$ cat src/rtl/seg7_scan_display_pkg.sv
// Shared constants for the 7-segment scan display: segment table, off patterns
// and the per-slot scan state encoding.
package seg7_scan_display_pkg;

    localparam logic [6:0] SEG_OFF = 7'h7F;
    localparam logic [3:0] AN_OFF  = 4'hF;

    typedef enum logic {
        BLANK = 1'b0,
        SHOW  = 1'b1
    } scan_state_e;

    // Active-low seg[6:0] patterns, entry n at HEX_SEG_TABLE[n].
    localparam logic [15:0][6:0] HEX_SEG_TABLE = {
        7'b0001110,  // F
        7'b0000110,  // E
        7'b0100001,  // d
        7'b1000110,  // C
        7'b0000011,  // b
        7'b0001000,  // A
        7'b0010000,  // 9
        7'b0000000,  // 8
        7'b1111000,  // 7
        7'b0000010,  // 6
        7'b0010010,  // 5
        7'b0011001,  // 4
        7'b0110000,  // 3
        7'b0100100,  // 2
        7'b1111001,  // 1
        7'b1000000   // 0
    };

endpackage

$ cat src/rtl/seg7_scan_display_hex_to_seg7.sv
// Combinational hex digit to active-low 7-segment decoder; also used by other
// debug displays.
module hex_to_seg7
    import seg7_scan_display_pkg::*;
(
    input  logic [3:0] hex,
    output logic [6:0] seg
);

    assign seg = HEX_SEG_TABLE[hex];

endmodule

$ cat src/rtl/seg7_scan_display.sv
// Captures the core's outM / ALU flags and scans them as four hex digits with
// flag decimal points on a common-anode display, blanking at each slot start.
module seg7_scan_display
    import seg7_scan_display_pkg::*;
#(
    parameter int SCAN_DIV     = 100000,
    parameter int BLANK_CYCLES = 1000
) (
    input  logic        clk,
    input  logic        reset_n,
    input  logic [15:0] value_in,
    input  logic        value_we,
    input  logic        zr_in,
    input  logic        ng_in,
    output logic [6:0]  seg,
    output logic        dp,
    output logic [3:0]  an,
    output logic [15:0] shown_value
);

    localparam int CW = $clog2(SCAN_DIV);
    localparam logic [CW-1:0] CNT_LAST   = CW'(SCAN_DIV - 1);
    localparam logic [CW-1:0] BLANK_LAST = CW'(BLANK_CYCLES - 1);

    logic [15:0]  display_q;
    logic         zr_q;
    logic         ng_q;
    logic [CW-1:0] cnt_q;
    logic [1:0]   idx_q;
    scan_state_e  state_q;
    logic [3:0]   nibble;
    logic [6:0]   digit_seg;

    assign nibble = display_q[{idx_q, 2'b00} +: 4];

    hex_to_seg7 u_hex_to_seg7 (
        .hex (nibble),
        .seg (digit_seg)
    );

    assign shown_value = display_q;

    // Outputs are computed from the pre-edge counter/state, so an, seg and dp
    // all switch together on the same edge one cycle behind the scan state.
    always_ff @(posedge clk or negedge reset_n) begin
        if (!reset_n) begin
            display_q <= '0;
            zr_q      <= 1'b0;
            ng_q      <= 1'b0;
            cnt_q     <= '0;
            idx_q     <= 2'd0;
            state_q   <= BLANK;
            seg       <= SEG_OFF;
            dp        <= 1'b1;
            an        <= AN_OFF;
        end else begin
            if (value_we) begin
                display_q <= value_in;
                zr_q      <= zr_in;
                ng_q      <= ng_in;
            end

            if (cnt_q == CNT_LAST) begin
                cnt_q   <= '0;
                idx_q   <= idx_q + 2'd1;
                state_q <= BLANK;
            end else begin
                cnt_q <= cnt_q + CW'(1);
                if (state_q == BLANK && cnt_q == BLANK_LAST) begin
                    state_q <= SHOW;
                end
            end

            if (state_q == SHOW) begin
                an  <= ~(4'b0001 << idx_q);
                seg <= digit_seg;
                case (idx_q)
                    2'd0:    dp <= ~zr_q;
                    2'd1:    dp <= ~ng_q;
                    default: dp <= 1'b1;
                endcase
            end else begin
                an  <= AN_OFF;
                seg <= SEG_OFF;
                dp  <= 1'b1;
            end
        end
    end

endmodule

$ cat config.mk
export PLATFORM = sky130hd
export DESIGN_NAME = seg7_scan_display
export DESIGN_NICKNAME = d
export VERILOG_FILES = /design/src/rtl/seg7_scan_display_pkg.sv /design/src/rtl/seg7_scan_display_hex_to_seg7.sv /design/src/rtl/seg7_scan_display.sv
export SDC_FILE = /design/constraint.sdc
export NUM_CORES = 1
export LEC_CHECK = 0
export BUFFER_PORTS_ARGS = -buffer_cell sky130_fd_sc_hd__buf_4
export CAP_MARGIN = 30
export CORE_MARGIN = 4
export CORE_UTILIZATION = 49
export CTS_CLUSTER_DIAMETER = 200
export DETAILED_ROUTE_END_ITERATION = 8
export PLACE_DENSITY = 0.75
export SYNTH_ARGS = -nofsm -noshare
export SYNTH_HDL_FRONTEND = slang
export SYNTH_SLANG_ARGS = --single-unit
$ cat constraint.sdc
create_clock -name clk -period 2 [get_ports clk]
set_input_delay 0.4 -clock clk [delete_from_list [all_inputs] [get_ports clk]]
set_output_delay 0.4 -clock clk [all_outputs]
set_load 0.02 [all_outputs]
==> results_tabular.tex, run 1 <==
\begin{tabular}{lr}
\hline
Metric & Value \\
\hline
\multicolumn{2}{l}{\textbf{Global route}} \\
Wire length of the first global-routing pass & 7730 microns \\
Vias in the first global route & 1622 \\
Largest net degree at the start of global routing & 51 \\
Antenna violations before repair & 0 \\
Total grt overflow & 0 \\
All-Layer GR Usage & 0.161 \\
\multicolumn{2}{l}{\textbf{Clocking}} \\
Clock latency at the later pin of the worst-skew pair & 300 ps \\
Clock tree from TritonCTS & done \\
CTS HTree Levels & 2 \\
Clock tree root driver cell & clkbuf\_8 \\
Post-CTS clock slew at the launch and capture registers of the worst setup and hold paths & 90 ps \\
Sinks on the clock net & 50 \\
Number of CTS-inserted buffers & 5 \\
Buffers from clock root to sink, at most & 2 \\
Number of hold-repair buffers added at the cts stage & 0 \\
\multicolumn{2}{l}{\textbf{Routing}} \\
Per-cell routed wire length & 14.4 microns \\
Post-route antenna net violation count & 0 \\
Overall routed net length & 4450 microns \\
First-pass iteration count of the detailed router & 4 \\
Via count & 1578 \\
First-iteration detailed-routing DRC count & 100 \\
Number of DRC violations after detailed routing & 0 \\
Via density per instance & 5.11 \\
\multicolumn{2}{l}{\textbf{Pwr}} \\
Largest voltage drop on the vdd net & 0.000405 V \\
Leakage & 1.27 nW \\
Power density normalized to cell area & 716 nW/um\^{}2 \\
\multicolumn{2}{l}{\textbf{Synthesis}} \\
Share of flip-flops with an asynchronous set or reset & 1.00 \\
Synth top area share & 0.397 \\
Number of synthesis warnings & 0 \\
Synthesized net count & 225 \\
Synthesized instance count & 192 \\
Area contributors post-synth & dfrtp\_1 (40\%), dfstp\_2 (13\%), mux2\_1 (9.9\%) \\
Register area share after synthesis & 0.529 \\
Most used flip-flop cell after synthesis & dfrtp\_1 \\
Average footprint of a synthesized cell & 12.5 sq um \\
Number of flops mapped to enable cells by yosys & 0 \\
Post-synthesis sequential element count & 50 \\
Library cells used by synthesis & 36 \\
Mapped cell area & 2390 sq um \\
Post-synth top area cell & dfrtp\_1 \\
\multicolumn{2}{l}{\textbf{STA}} \\
Slew Viols, Final & 0 \\
Highest Clock Rate & 537 MHz \\
Slew @ Worst Pin & 613 ps \\
Slew HR & 0.591 \\
Final Hold Slack & 109 ps \\
Final setup fails & 0 \\
Final clock period utilization by the worst path & 0.931 \\
Minimum setup slack in the final design & 137 ps \\
Hold Violations, Final & 0 \\
Setup clock skew after layout & 4.12 ps \\
Final TNS setup & 0 ps \\
Tmin final & 1860 ps \\
RSZ-0062 raised after global routing & false \\
\multicolumn{2}{l}{\textbf{Cells and area}} \\
Layout cell share with drive strength beyond 1 & 0.314 \\
Relative area change from synthesis to final layout & 21.7\% \\
Fill cell instance count of the final layout & 391 \\
Count of inserted antenna diode cells & 0 \\
Final Net Count & 274 \\
Leading cell types in the layout, fill and taps excluded & buf\_4 (51), dfrtp\_1 (37), mux2\_1 (21) \\
Most common cell after layout, fill and taps aside & buf\_4 \\
\multicolumn{2}{l}{\textbf{Die}} \\
Number of primary I/O pins & 49 \\
Die area & 6060 sq um \\
Core area & 4720 sq um \\
Floorplan row count & 25 \\
Chip height & 77.9 microns \\
Initial core utilization & 0.506 \\
Horiz. Die Dim & 77.9 microns \\
\multicolumn{2}{l}{\textbf{Critical path}} \\
Crit path max fanout & 6 \\
Worst R2R End & seg[0] \\
Worst path required time & 2220 ps \\
Origin of the critical flop-to-flop path & idx\_q[0] \\
Critical path arrival & 2080 ps \\
Worst Setup End Kind & flop \\
FF-to-FF setup slack & 140 ps \\
Reg2Reg Depth & 6 \\
Kind of critical path & flop to flop \\
Element type at the critical path start & flop \\
\multicolumn{2}{l}{\textbf{Placement}} \\
Minimum setup slack after placement & 16.7 ps \\
DP HPWL & 3270 microns \\
PortBufs & 48 \\
Routability congestion estimate & 0.761 \\
\multicolumn{2}{l}{\textbf{Run}} \\
Max Cap Violations & 0 \\
\multicolumn{2}{l}{\textbf{Hold path}} \\
Hold/Removal Path Class & input port to asynchronous set/reset pin \\
\multicolumn{2}{l}{\textbf{Status}} \\
Result of the run & finished clean \\
\hline
\end{tabular}
==> final cells by class <==
cell class                      instances  area (sq um)  area share
Clock inverter                          1          30.0      0.0103
Inverter                                4          15.0     0.00516
Clock buffer                            7          86.3      0.0297
Multi-Input combinational cell        129          1050       0.359
Tap cell                               67          83.8      0.0288
Sequential cell                        50          1270       0.435
Timing Repair Buffer                   51           383       0.131
==> registers in the layout (all words and copies together), names as in the netlist <==
name and count:
cnt_q 17, shown_value 16, seg 7, an 4, idx_q 2, dp 1
ng_q 1, state_q 1, zr_q 1
==> through the flow <==
step	cell area (sq um)	utilization	total power [mW]	std cells
after floorplan	2390	-	1.25	192
after global placement	2800	0.592	1.37	301
after detailed placement	2800	0.592	1.37	301
after CTS	2910	0.616	2.11	309
after global routing	2910	0.616	2.18	309
final	2910	0.616	2.09	309
==> worst max path at each step <==
stage	start	to	slack, ps
3_5_place_dp	idx_q[0]	seg[0]	20
5_1_grt	idx_q[0]	seg[5]	9
4_1_cts	idx_q[0]	seg[5]	70
2_1_floorplan	idx_q[0]	seg[6]	120
3_3_place_gp	idx_q[0]	seg[5]	110
6_report	idx_q[0]	seg[0]	140
==> timing repair <==
item,4_1_cts,5_1_grt
setup buffers,0,0
endpoints found under the setup margin,1,4
pin swaps,0,0
hold endpoints to repair,0,0
gates resized for setup,1,1
==> logic make-up after synthesis <==
kind of cell / Yosys count / synth area share
simple gates: 59 / 0.126
flops: 50 / 0.529
mux: 28 / 0.153
compound gates: 16 / 0.0460
xor+xnor: 14 / 0.0513
buf+inv: 13 / 0.0319
fa+ha+maj: 12 / 0.0628
==> layer usage <==
layer / wire length [microns] / GRT usage
met1: 2060 / 0.216
met2: 2130 / 0.250
met3: 209 / 0.0464
met4: 45 / 0.0552
met5: 0 / 0
==> report_power, final <==
part | internal (mW) | switching [mW] | total [mW]
Sequential | 1.05 | 0.0275 | 1.08
Clock | 0.408 | 0.325 | 0.733
Combinational | 0.131 | 0.146 | 0.277
Total | 1.59 | 0.499 | 2.09
==> critical path, cell delays in order (launching register included) <==
cell      delay, ps
dfrtp_2         430
mux4_2          580
inv_1           160
ha_1            260
nand2b_1        130
o211ai_1        100
o211ai_1        130
==> synthesized netlist by cell type, types with 2 or more instances <==
cell type and count:
ha_1 12, o21ai_1 2, nand3_1 8, nand2_1 16
mux2i_1 2, o21ai_0 3, buf_2 4, buf_6 3
and4_1 3, nand3b_1 2, mux4_2 3, nor4b_1 2
clkbuf_1 2, o211ai_1 6, and2_1 2, mux2_1 21
dfrtp_1 38, nor2_1 14, nand4_1 2, inv_1 4
nand2b_1 4, o311ai_1 2, dfstp_2 12, xor2_1 6
xnor2_1 8
Note: power is estimated with default switching activity, not from simulation.
==> run 2: changes to the inputs <==
Settings changed: CELL_PAD_IN_SITES_DETAIL_PLACEMENT set to 1, CELL_PAD_IN_SITES_GLOBAL_PLACEMENT set to 2, CORE_UTILIZATION 49 to 32, PLACE_DENSITY 0.75 to not set, PLACE_DENSITY_LB_ADDON set to 0.1.
==> run 2 against run 1 <==
- final area increased by 2.0%
- critical path type unchanged
- critical endpoint is now seg[3]
- register-to-register slack barely moved
- sequential power about the same
- largest cell class unchanged
- total power down 5.9%
==> results_tabular.tex, run 2 (same netlist as run 1, synthesis figures left out) <==
\begin{tabular}{lr}
\hline
Metric & Value \\
\hline
\multicolumn{2}{l}{\textbf{Global route}} \\
Largest net degree at the start of global routing & 51 (unchanged) \\
Vias in the first global route & 1760 (+8.5\%) \\
All-Layer GR Usage & 0.130 (-0.0313) \\
Total grt overflow & 0 (unchanged) \\
Wire length of the first global-routing pass & 9080 microns (+17\%) \\
Antenna violations before repair & 0 (unchanged) \\
\multicolumn{2}{l}{\textbf{Placement}} \\
Routability congestion estimate & 0.767 (+0.75\%) \\
PortBufs & 48 (unchanged) \\
Minimum setup slack after placement & 79.8 ps (+63.2 ps) \\
DP HPWL & 3920 microns (+20\%) \\
Post-Place Cells & 338 (+12\%) \\
Area of placed instances & 2880 sq um (+2.8\%) \\
\multicolumn{2}{l}{\textbf{Pwr}} \\
Power density normalized to cell area & 661 nW/um\^{}2 (-7.7\%) \\
Largest voltage drop on the vdd net & 0.000284 V (-30\%) \\
Post-route total power & 1.96 mW (-5.9\%) \\
Leakage & 1.29 nW (+1.1\%) \\
\multicolumn{2}{l}{\textbf{Critical path}} \\
Crit path max fanout & 4 (-2) \\
Critical path arrival & 2080 ps (about the same) \\
List of cells traversed by the critical path & mux4\_1, inv\_1, ha\_1, nand2\_1, o21ai\_0, o211ai\_1 \\
Element type at the critical path start & flop \\
Cell with the largest stage delay on the worst path & mux4\_1 \\
Slowest cell delay on critical path & 620 ps (+40 ps) \\
Cell family with most CP delay & multiplexers \\
Worst path required time & 2220 ps (about the same) \\
Worst Setup End Kind & flop \\
Kind of critical path & flop to flop \\
CP Buf/Inv Count & 1 (unchanged) \\
\multicolumn{2}{l}{\textbf{Die}} \\
Chip height & 94.5 microns (+21\%) \\
Core area & 7250 sq um (+54\%) \\
Horiz. Die Dim & 94.5 microns (+21\%) \\
Initial core utilization & 0.330 (-0.177) \\
Die area & 8920 sq um (+47\%) \\
Floorplan row count & 31 (+24\%) \\
Number of primary I/O pins & 49 (unchanged) \\
\multicolumn{2}{l}{\textbf{Cells and area}} \\
Most common cell after layout, fill and taps aside & buf\_4 \\
Register with the most flip-flops & cnt\_q \\
Flip-flop count of the largest register, all copies and words added & 17 (unchanged) \\
Leading cell types in the layout, fill and taps excluded & buf\_4 (56), dfrtp\_1 (37), mux2\_1 (21) \\
Design area & 2970 sq um (+2.0\%) \\
Final Util & 0.409 (-0.207) \\
Relative area change from synthesis to final layout & 24.1\% \\
Final Net Count & 279 (+1.8\%) \\
Final cell count without fillers & 346 (+12\%) \\
Count of inserted antenna diode cells & 0 (unchanged) \\
Layout cell share with drive strength beyond 1 & 0.332 (+0.0179) \\
Fill cell instance count of the final layout & 817 (+110\%) \\
\multicolumn{2}{l}{\textbf{STA}} \\
Final Hold Slack & 118 ps (+8.81 ps) \\
Hold Violations, Final & 0 (unchanged) \\
Final setup fails & 0 (unchanged) \\
Slew Viols, Final & 0 (unchanged) \\
Tmin final & 1860 ps (+0.261 ps) \\
Minimum setup slack in the final design & 137 ps (-0.261 ps) \\
RSZ-0062 raised after global routing & false \\
Setup clock skew after layout & 12.1 ps (+7.95 ps) \\
Slew HR & 0.565 (-0.0260) \\
Final TNS setup & 0 ps (unchanged) \\
Highest Clock Rate & 537 MHz (about the same) \\
Final clock period utilization by the worst path & 0.932 (about the same) \\
Slew @ Worst Pin & 652 ps (+39.0 ps) \\
\multicolumn{2}{l}{\textbf{Clocking}} \\
Clock tree from TritonCTS & done \\
Number of CTS-inserted buffers & 5 (unchanged) \\
Post-CTS clock slew at the launch and capture registers of the worst setup and hold paths & 90 ps (about the same) \\
Sinks on the clock net & 50 (unchanged) \\
Clock tree root driver cell & clkbuf\_8 \\
Buffers from clock root to sink, at most & 2 (unchanged) \\
Number of hold-repair buffers added at the cts stage & 0 (unchanged) \\
CTS HTree Levels & 2 (unchanged) \\
Clock latency at the later pin of the worst-skew pair & 300 ps (about the same) \\
\multicolumn{2}{l}{\textbf{Routing}} \\
Overall routed net length & 5280 microns (+19\%) \\
First-pass iteration count of the detailed router & 4 (unchanged) \\
Via density per instance & 4.70 (-7.9\%) \\
Post-route antenna net violation count & 0 (unchanged) \\
Via count & 1627 (+3.1\%) \\
First-iteration detailed-routing DRC count & 31 (-69\%) \\
Number of DRC violations after detailed routing & 0 (unchanged) \\
Per-cell routed wire length & 15.3 microns (+6.0\%) \\
\multicolumn{2}{l}{\textbf{Hold path}} \\
Hold/Removal Path Class & input port to asynchronous set/reset pin \\
\multicolumn{2}{l}{\textbf{Run}} \\
Max Cap Violations & 0 (unchanged) \\
\multicolumn{2}{l}{\textbf{Status}} \\
Result of the run & finished clean \\
\hline
\end{tabular}
run 2: changes by cell type in the layout (fill, tap and decap cells not counted), sizes merged:
| cell | before | now |
|---|---|---|
| clkinvlp | 0 | 1 |
| bufinv | 1 | 0 |
| clkinv | 0 | 2 |
| buf | 51 | 56 |
| clkbuf | 7 | 5 |
run 2: final timing paths:
check / startpoint / end / slack [ps] / cells after the start
hold / removal: reset_n / cnt_q[10] / 120 / 1
min in group clk: zr_in / zr_q / 310 / 2
setup reg to reg: idx_q[0] / seg[3] / 140 / 6
max in group asynchronous: reset_n / idx_q[0] / 1420 / 1
hold reg to reg: zr_q / zr_q / 500 / 1
setup / recovery: idx_q[0] / seg[3] / 140 / 6
run 2: worst register-to-register path, delay by kind of cell (launching register included):
| family | cells | cell delay, ps |
|---|---|---|
| simple gates | 1 | 60 |
| mux | 1 | 620 |
| fa+ha+maj | 1 | 270 |
| buf+inv | 1 | 160 |
| flops | 1 | 430 |
| compound gates | 2 | 260 |
run 2: metal layers:
metal	global-route usage	wire length, microns	share of wire	vias up
met3	0.0367	293	0.055	4
met5	0	0	0	-
met2	0.193	2370	0.45	36
met4	0.0397	43	0.0081	0
li1	-	-	-	782
met1	0.184	2580	0.49	805
run 2: power by group:
part / internal, mW / total, mW / leakage (nW) / switching, mW
sequential: 1.05 / 1.08 / 0.600 / 0.0296
clock: 0.247 / 0.603 / 0.0441 / 0.356
combinational: 0.134 / 0.281 / 0.644 / 0.148
total: 1.43 / 1.96 / 1.29 / 0.534
run 2: layout make-up:
| class | count | area [sq um] | area share |
|---|---|---|---|
| well taps | 99 | 124 | 0.0417 |
| multi-input cells | 129 | 1050 | 0.354 |
| clock inverters | 3 | 21.3 | 0.00716 |
| flip-flops and latches | 50 | 1270 | 0.427 |
| repair buffers | 56 | 420 | 0.142 |
| inverters | 4 | 15.0 | 0.00506 |
| clock buffers | 5 | 68.8 | 0.0232 |
run 2: what timing repair did:
| item | in CTS | in global routing |
|---|---|---|
| endpoints found under the setup margin | 0 | 6 |
| gates resized for setup | 0 | 2 |
| setup buffers | 0 | 0 |
==> run 3: changes to the inputs <==
Settings changed: CORE_UTILIZATION 32 to 39.
Clock period 2 ns to 2.3 ns, I/O delays scaled along.
==> run 3 against run 2 <==
- clock skew decreased by 4.8 ps
- register-to-register slack about the same
- final cell count decreased by 9.0%
- clock power decreased by 10%
- routed wire length increased by 0.83%
- fmax decreased by 13%
==> results_tabular.tex, run 3 (same netlist as run 1, synthesis figures left out) <==
\begin{tabular}{lr}
\hline
Metric & Value \\
\hline
\multicolumn{2}{l}{\textbf{Status}} \\
Result of the run & finished clean \\
\multicolumn{2}{l}{\textbf{STA}} \\
Final setup fails & 0 (unchanged) \\
Final TNS setup & 0 ps (unchanged) \\
Slew HR & 0.580 (+0.0147) \\
Setup clock skew after layout & 7.27 ps (-4.80 ps) \\
Final clock period utilization by the worst path & 0.934 (+0.00267) \\
Highest Clock Rate & 465 MHz (-13\%) \\
RSZ-0062 raised after global routing & false \\
Tmin final & 2150 ps (+286 ps) \\
Slew Viols, Final & 0 (unchanged) \\
Slew @ Worst Pin & 630 ps (-22.1 ps) \\
Hold Violations, Final & 0 (unchanged) \\
Minimum setup slack in the final design & 151 ps (+14.4 ps) \\
\multicolumn{2}{l}{\textbf{Clocking}} \\
Post-CTS clock slew at the launch and capture registers of the worst setup and hold paths & 100 ps (about the same) \\
Cells resized by post-CTS repair & 0 (unchanged) \\
Buffers from clock root to sink, at most & 2 (unchanged) \\
Sinks on the clock net & 50 (unchanged) \\
Clock latency at the later pin of the worst-skew pair & 310 ps (about the same) \\
Clock tree from TritonCTS & done \\
Number of hold-repair buffers added at the cts stage & 0 (unchanged) \\
Clock tree root driver cell & clkbuf\_8 \\
CTS HTree Levels & 2 (unchanged) \\
Number of post-CTS setup repair buffers & 0 (unchanged) \\
Number of CTS-inserted buffers & 5 (unchanged) \\
\multicolumn{2}{l}{\textbf{Cells and area}} \\
Leading cell types in the layout, fill and taps excluded & buf\_4 (49), dfrtp\_1 (38), mux2\_1 (21) \\
Register with the most flip-flops & cnt\_q \\
Area occupied by multi-input gates & 1050 sq um (-0.24\%) \\
Most common cell after layout, fill and taps aside & buf\_4 \\
Relative area change from synthesis to final layout & 20.7\% \\
Fill cell instance count of the final layout & 650 (-20\%) \\
Flip-flop count of the largest register, all copies and words added & 17 (unchanged) \\
Final Net Count & 272 (-2.5\%) \\
Footprint of the flip-flops and latches & 1270 sq um (about the same) \\
Layout cell share with drive strength beyond 1 & 0.304 (-0.0278) \\
Count of inserted antenna diode cells & 0 (unchanged) \\
\multicolumn{2}{l}{\textbf{Critical path}} \\
Worst R2R End & seg[0] \\
Origin of the critical flop-to-flop path & idx\_q[0] \\
Element type at the critical path start & flop \\
CP Buf/Inv Count & 1 (unchanged) \\
Critical path arrival & 2380 ps (+300 ps) \\
Worst Setup End Kind & flop \\
List of cells traversed by the critical path & mux4\_1, inv\_1, ha\_1, nand2b\_1, o211ai\_1, o211ai\_1 \\
Reg2Reg Depth & 6 (unchanged) \\
FF-to-FF setup slack & 150 ps (about the same) \\
Most Frequent Cell on Critical Path & o211ai\_1 \\
Worst path required time & 2530 ps (+310 ps) \\
Cell with the largest stage delay on the worst path & mux4\_1 \\
Kind of critical path & flop to flop \\
Slowest cell delay on critical path & 720 ps (+100 ps) \\
Crit path max fanout & 7 (+3) \\
Cell family with most CP delay & multiplexers \\
\multicolumn{2}{l}{\textbf{Run}} \\
Max Cap Violations & 0 (unchanged) \\
\multicolumn{2}{l}{\textbf{Pwr}} \\
Leakage & 1.26 nW (-2.4\%) \\
Power density normalized to cell area & 597 nW/um\^{}2 (-9.7\%) \\
Largest voltage drop on the vdd net & 0.000326 V (+15\%) \\
\multicolumn{2}{l}{\textbf{Global route}} \\
All-Layer GR Usage & 0.157 (+0.0272) \\
Total grt overflow & 0 (unchanged) \\
Largest net degree at the start of global routing & 51 (unchanged) \\
Wire length of the first global-routing pass & 9230 microns (+1.6\%) \\
Vias in the first global route & 1798 (+2.2\%) \\
Antenna violations before repair & 0 (unchanged) \\
\multicolumn{2}{l}{\textbf{Routing}} \\
Overall routed net length & 5320 microns (+0.83\%) \\
First-pass iteration count of the detailed router & 4 (unchanged) \\
Via count & 1651 (+1.5\%) \\
Number of DRC violations after detailed routing & 0 (unchanged) \\
Per-cell routed wire length & 16.9 microns (+11\%) \\
Post-route antenna net violation count & 0 (unchanged) \\
First-iteration detailed-routing DRC count & 43 (+39\%) \\
Via density per instance & 5.24 (+11\%) \\
\multicolumn{2}{l}{\textbf{Placement}} \\
PortBufs & 48 (unchanged) \\
Routability congestion estimate & 0.792 (+3.2\%) \\
DP HPWL & 3950 microns (+0.77\%) \\
Minimum setup slack after placement & 162 ps (+82.6 ps) \\
\multicolumn{2}{l}{\textbf{Die}} \\
Horiz. Die Dim & 86.3 microns (-8.6\%) \\
Die area & 7450 sq um (-17\%) \\
Initial core utilization & 0.404 (+0.0742) \\
Floorplan row count & 28 (-9.7\%) \\
Number of primary I/O pins & 49 (unchanged) \\
Chip height & 86.3 microns (-8.6\%) \\
Core area & 5920 sq um (-18\%) \\
\multicolumn{2}{l}{\textbf{Hold path}} \\
Hold/Removal Path Class & input port to asynchronous set/reset pin \\
\hline
\end{tabular}
[run 3: final cells by class]
type | count | share of cell area
multi-input cells | 129 | 0.364
clock inverters | 2 | 0.00433
inverters | 4 | 0.00520
repair buffers | 49 | 0.127
well taps | 75 | 0.0325
clock buffers | 6 | 0.0286
flip-flops and latches | 50 | 0.438
[run 3: worst max-delay path by stage]
| stage | start | to | slack, ps | cells after the start |
|---|---|---|---|---|
| floorplan | idx_q[0] | seg[6] | 420 | 6 |
| global placement | idx_q[0] | seg[6] | 280 | 5 |
| detailed placement | idx_q[0] | seg[0] | 160 | 6 |
| CTS | idx_q[0] | seg[0] | 140 | 6 |
| global route | idx_q[0] | seg[1] | 5 | 5 |
| finish | idx_q[0] | seg[0] | 150 | 6 |
[run 3: per-layer routing]
| layer | GRT usage | wire, microns | vias to the layer above |
|---|---|---|---|
| li1 | - | - | 765 |
| met1 | 0.204 | 2350 | 840 |
| met5 | 0 | 0 | - |
| met2 | 0.261 | 2620 | 37 |
| met4 | 0.0382 | 65 | 0 |
| met3 | 0.0428 | 284 | 9 |
[run 3: per-stage QoR]
stage / util / total power, mW / hold slack [ps] / instance area (sq um) / cells
2_1_floorplan: - / 1.09 / 164 / 2390 / 192
3_3_place_gp: 0.472 / 1.19 / 463 / 2790 / 307
3_5_place_dp: 0.472 / 1.20 / 481 / 2790 / 307
4_1_cts: 0.488 / 1.75 / 196 / 2890 / 315
5_1_grt: 0.488 / 1.82 / 211 / 2890 / 315
6_report: 0.488 / 1.72 / 175 / 2890 / 315
[run 3: report_power, final]
group,total (mW),switching (mW),internal (mW),leakage (nW)
Sequential,0.936,0.0248,0.911,0.602
Combinational,0.244,0.132,0.112,0.609
Clock,0.543,0.301,0.242,0.0472
